### src/rtl/ram_port_arbiter.sv
// ram_port_arbiter: merges the read-only fetch port and the read/write data
// port onto the single-ported RAM. A granted request is latched into hold
// registers. The hold registers drive the RAM unchanged until it completes
// or the watchdog aborts, because any change on the RAM inputs restarts its
// latency count.
module ram_port_arbiter #(
    parameter int                      N_BYTES   = 4,
    parameter int                      N_BITS    = N_BYTES * 8,
    parameter int                      ADDR_BITS = 32,
    parameter int                      MAX_WAIT  = 64,
    parameter logic [N_BITS-1:0]       ERR_DATA  = 32'hBAD0_BAD0
) (
    input  logic                 CLK,
    input  logic                 RST,
    // fetch port
    input  logic [ADDR_BITS-1:0] i_addr,
    input  logic                 i_ren,
    output logic [N_BITS-1:0]    i_rdata,
    output logic                 i_busy,
    // data port
    input  logic [ADDR_BITS-1:0] d_addr,
    input  logic                 d_ren,
    input  logic                 d_wen,
    input  logic [N_BITS-1:0]    d_wdata,
    input  logic [N_BYTES-1:0]   d_byte_en,
    output logic [N_BITS-1:0]    d_rdata,
    output logic                 d_busy,
    // RAM side
    output logic [ADDR_BITS-1:0] ram_addr,
    output logic [N_BITS-1:0]    ram_wdata,
    output logic [N_BYTES-1:0]   ram_byte_en,
    output logic                 ram_ren,
    output logic                 ram_wen,
    input  logic [N_BITS-1:0]    ram_rdata,
    input  logic                 ram_busy,
    // sticky watchdog flag
    output logic                 timeout_err
);

    localparam int CNT_W = (MAX_WAIT > 2) ? $clog2(MAX_WAIT) : 1;
    localparam logic [CNT_W-1:0] CNT_LAST = CNT_W'(MAX_WAIT - 1);

    typedef enum logic [1:0] {
        IDLE    = 2'd0,
        SERVE_I = 2'd1,
        SERVE_D = 2'd2
    } state_t;

    state_t state;
    state_t state_nxt;

    // control registers
    logic             last_d;
    logic [CNT_W-1:0] wait_cnt;

    // hold registers: the only source of the ram_* outputs
    logic [ADDR_BITS-1:0] hold_addr;
    logic [N_BITS-1:0]    hold_wdata;
    logic [N_BYTES-1:0]   hold_byte_en;
    logic                 hold_ren;
    logic                 hold_wen;

    // decoded conditions
    logic i_req;
    logic d_req;
    logic serving;
    logic expired;
    logic done;
    logic abort;
    logic grant_i;
    logic grant_d;

    // The watchdog counter stops at its last value instead of wrapping.
    function automatic logic [CNT_W-1:0] sat_inc(input logic [CNT_W-1:0] v);
        return (v == CNT_LAST) ? v : v + 1'b1;
    endfunction

    assign i_req   = i_ren;
    assign d_req   = d_ren | d_wen;
    assign serving = (state != IDLE);
    assign expired = (wait_cnt == CNT_LAST);
    // A real completion wins over the watchdog when both happen in one cycle.
    assign done    = serving & (~ram_busy | expired);
    assign abort   = serving & ram_busy & expired;

    // Both ports requesting: alternate, D first after reset (last_d = 0).
    assign grant_d = (state == IDLE) & d_req & (~i_req | ~last_d);
    assign grant_i = (state == IDLE) & i_req & (~d_req |  last_d);

    assign ram_addr    = hold_addr;
    assign ram_wdata   = hold_wdata;
    assign ram_byte_en = hold_byte_en;
    assign ram_ren     = hold_ren;
    assign ram_wen     = hold_wen;

    // State register.
    always_ff @(posedge CLK) begin
        if (RST) begin
            state <= IDLE;
        end else begin
            state <= state_nxt;
        end
    end

    // Next state, busy and read data; a port without a request never stalls.
    always_comb begin
        state_nxt = state;
        i_busy    = i_req;
        d_busy    = d_req;
        i_rdata   = ram_rdata;
        d_rdata   = ram_rdata;
        case (state)
            IDLE: begin
                if (grant_d) begin
                    state_nxt = SERVE_D;
                end else if (grant_i) begin
                    state_nxt = SERVE_I;
                end
            end
            SERVE_I: begin
                i_busy = ~done;
                if (abort) begin
                    i_rdata = ERR_DATA;
                end
                if (done) begin
                    state_nxt = IDLE;
                end
            end
            SERVE_D: begin
                d_busy = ~done;
                if (abort) begin
                    d_rdata = ERR_DATA;
                end
                if (done) begin
                    state_nxt = IDLE;
                end
            end
            default: begin
                state_nxt = IDLE;
            end
        endcase
    end

    // Arbitration history, watchdog counter and the sticky timeout flag.
    always_ff @(posedge CLK) begin
        if (RST) begin
            last_d      <= 1'b0;
            wait_cnt    <= '0;
            timeout_err <= 1'b0;
        end else begin
            if (grant_i | grant_d) begin
                wait_cnt <= '0;
            end else if (serving) begin
                wait_cnt <= sat_inc(wait_cnt);
            end
            if (done) begin
                last_d <= (state == SERVE_D);
            end
            if (abort) begin
                timeout_err <= 1'b1;
            end
        end
    end

    // Latch the winning request on the grant edge; drop the strobes when the
    // transaction ends so the RAM sees a fresh 0->1 edge on the next grant.
    always_ff @(posedge CLK) begin
        if (RST) begin
            hold_addr    <= '0;
            hold_wdata   <= '0;
            hold_byte_en <= '0;
            hold_ren     <= 1'b0;
            hold_wen     <= 1'b0;
        end else if (grant_d) begin
            hold_addr    <= d_addr;
            hold_wdata   <= d_wdata;
            hold_byte_en <= d_byte_en;
            hold_ren     <= d_ren & ~d_wen;
            hold_wen     <= d_wen;
        end else if (grant_i) begin
            hold_addr    <= i_addr;
            hold_ren     <= 1'b1;
            hold_wen     <= 1'b0;
        end else if (done) begin
            hold_ren     <= 1'b0;
            hold_wen     <= 1'b0;
        end
    end

endmodule

### config.mk
export PLATFORM = sky130hd
export DESIGN_NAME = ram_port_arbiter
export DESIGN_NICKNAME = d
export VERILOG_FILES = /design/src/rtl/ram_port_arbiter.sv
export SDC_FILE = /design/constraint.sdc
export NUM_CORES = 1
export LEC_CHECK = 0
export BUFFER_PORTS_ARGS = -buffer_cell sky130_fd_sc_hd__buf_4
export CORE_AREA = 2 2 107 109
export CTS_BUF_LIST = sky130_fd_sc_hd__clkbuf_4 sky130_fd_sc_hd__clkbuf_8
export DETAILED_ROUTE_END_ITERATION = 6
export DIE_AREA = 0 0 109 111
export GPL_ROUTABILITY_DRIVEN = 0
export GPL_TIMING_DRIVEN = 0
export HOLD_SLACK_MARGIN = 0.03
export PLACE_DENSITY = 0.7
export SLEW_MARGIN = 10
export SYNTH_ARGS = -nofsm -noshare
export SYNTH_HDL_FRONTEND = slang
export SYNTH_SLANG_ARGS = --single-unit
### constraint.sdc
create_clock -name CLK -period 3.4 [get_ports CLK]
set_clock_uncertainty 0.05 [all_clocks]
set_input_delay 1.02 -clock CLK [delete_from_list [all_inputs] [get_ports CLK]]
set_output_delay 1.02 -clock CLK [all_outputs]
set_load 0.02 [all_outputs]
==> results.md <==
* I/O pin count at around 280
* CP max FO at 10
* H-tree depth at 3
* First-pass GRT wire length at 21200 um
* Worst Tran Pin Value at 585 ps
* Fmax at 0.313 GHz
* Final min period at 3190 ps
* Synthesis-to-finish area growth at 65.1%
* GR Overflow Total at 0
* Fillers at 1036
* Detail Route Antenna Nets at 0
* Clk Tree Root Cell: clkbuf_8
* Part of the cycle the worst path needs at 0.939
* Final Max Slew Viols at 0
* CTS buffer count at 9
* Total number of vias at approximately 4400
* DRT Pass-1 Iters at 4
* Via/cell ratio at 4.85
* Wirelength per Cell at 15.0 um
* Initial antenna violation count at 0
* Pint at 2.42 mW
* Outcome: finished, final reports clean
* # rows at 39
* CP Data Arrival Time at 2120 ps
* YS warnings at 0
* Vias in the first global route at between 4000 and 5000
* Die width at approximately 110 um
* Mapped Nets at 622
* Share of cells above drive strength 1 at 0.431
* RSZ-0062 raised after global routing: no
* Comb power frac at 0.510
* Nets at about 910
* Fin. Hold Viols at 0
* Switching Share at 0.419
* Mapped Area at 3770 um2
* Leak Pwr at 3.00 nW
* Switching pwr at 1.75 mW
* Clock share of power at 0.157
* Worst-Skew Late Latency at about 340 ps
* Max cap viols at 0
* Top-count cell post-synth: nand2_1
* Initial Util at 0.341
* Power Dens Cells at 668 nW/um2
* Fin area at 6230 um2
* Flop pwr share at 0.333
* Pin count of the biggest net entering global routing at 14
* Clock Sink Count at 80
* Die area at ~12000 um2
* Register bit total from synthesis at 80
* Critical-path top delay cell: dfxtp_1
* CP endpoint kind: output port
* Gr usage total at 0.219
* Min-delay worst type: reg2reg
* Cell Area, Placed at 6010 um2
* Slew margin rel. at 0.610
* Synth area leader: dfxtp_1
* Max clock buf depth at 2
* Endpoints failing setup at 0
* Clock transition at path regs at about 80 ps
* Die Span Y at 111 um
* Synth top area cells: dfxtp_1 (42%), nand2_1 (14%), a311oi_1 (6.0%)
* Primary FF master, synth: dfxtp_1
* Core box area at 11100 um2
* Final antenna diode count at 0
* Critical Path Start Type: flip-flop
* Crit Path Category: reg2out
* Syn_area_per_cell at a little under 8 um2
* DR iter-0 viols at 259
* Number of enable flip-flop cells after synthesis at 0
* Crit path cell chain: ha_2 > nand3_4 > nor4b_4 > nand2_1 > clkbuf_2 > and2_1 > buf_4
* Drt drc at 0
* DP HPWL at 10900 um
* VDD IR max at 413 uV
* Register area share after synthesis at 0.424
* Required @ worst endpoint at ~2300 ps
* IO Port Bufs at between 200 and 300
* Gate Count Post-Synth at 479
* WHS at 406 ps
* Synth unique cells at 38
* Post-synth ARST share at 0
* Setup TNS at 0 ps
* Final Routed Wirelength at about 14000 um
* CTS tree: built
* Area share of the largest cell type after synthesis at 0.424
* Fin util at 0.562
* Slowest stage delay, CP at 370 ps
* Post-synth top cells: nand2_1 (145), dfxtp_1 (80), a21oi_1 (41), nor2_1 (38), and2_1 (33)
[flip-flops by register name, summed over array words and instances, names as in the netlist]
| name | cells |
|---|---|
| state | 2 |
| wait_cnt | 6 |
| timeout_err | 1 |
| ram_ren | 1 |
| last_d | 1 |
| ram_wdata | 32 |
| ram_addr | 32 |
| ram_byte_en | 4 |
| ram_wen | 1 |
[metal layers]
layer,GRT usage,part of all wire,wire length [um]
met1,0.264,0.40,5490
met2,0.375,0.49,6700
met3,0.0529,0.085,1170
met4,0.0786,0.022,307
met5,0,0,0
[cells in the final DEF (no fill, tap or decap), types with 2 or more instances in the layout]
cell type    n
buf_4      280
nand2_1    145
dfxtp_1     80
a21oi_1     41
nor2_1      38
and2_1      33
nand2b_1    32
a311oi_1    26
buf_2       13
clkbuf_1    12
clkbuf_8    10
a311oi_2     8
clkbuf_2     5
o31ai_1      4
inv_1        3
buf_6        3
ha_1         3
or2b_1       2
o21a_1       2
mux2i_1      2
ha_2         2
clkbuf_4     2
clkinv_4     2
[path summary, 6_finish.rpt]
path         slack, ps     startpoint  cells after the start            end
max reg2reg       1320       state[1]                      7       state[1]
min reg2reg        410  ram_wdata[21]                      2  ram_wdata[21]
min                410  ram_wdata[21]                      2  ram_wdata[21]
max                210    wait_cnt[0]                      7     i_rdata[1]
[per-stage QoR]
| step | cells | power, mW | setup WS (ps) |
|---|---|---|---|
| detailed placement | 896 | 3.53 | 30.8 |
| global placement | 896 | 3.48 | 53.9 |
| finish | 913 | 4.16 | 206 |
| floorplan | 479 | 2.63 | 426 |
| CTS | 912 | 4.19 | 9.43 |
| global route | 913 | 4.44 | 38.2 |
[cell type report]
type                    count  area [um2]  area share
clock inverters             4        30.0     0.00482
repair buffers            275        2060       0.331
inverters                   3        11.3     0.00181
flip-flops and latches     80        1600       0.257
multi-input cells         358        1980       0.318
well taps                 143         179      0.0287
clock buffers              12         153      0.0245
plain buffers              38         206      0.0331
[cell families (layout without fill, tap and decap cells)]
logic type                 Yosys count  in the layout  share of synthesized area
and+or+nand+nor                    259            259                      0.313
AOI/OAI and AO/OA                   90             90                      0.180
DFF                                 80             80                      0.424
buffers and inverters               41            332                     0.0557
adders and majority gates            5              5                     0.0166
xor gates and xnor gates             2              2                    0.00464
muxes                                2              2                    0.00531
[power by group through the flow]
stage          sequential, mW  combinational, mW  clock, mW
2_1_floorplan            1.73              0.894          0
3_3_place_gp             1.39               2.09          0
3_5_place_dp             1.41               2.13          0
4_1_cts                  1.39               2.13      0.675
5_1_grt                  1.42               2.30      0.717
6_report                 1.39               2.12      0.654
[worst max-delay path: cells and delay by family (launching register included)]
family        cells  cell delay [ps]
fa+ha+maj         1              250
buf+inv           2              360
flops             1              370
simple gates      4              790
[repair_timing]
item | 4_1_cts | 5_1_grt
hold buffers | 0 | 0
pin swaps | 1 | 1
buffers inserted | 0 | 1
resized for setup | 2 | 14
endpoints found under the setup margin | 56 | 58
endpoints found under the hold margin | 0 | 0
cloned | 0 | 0
Note: power is estimated with default switching activity, not from simulation.
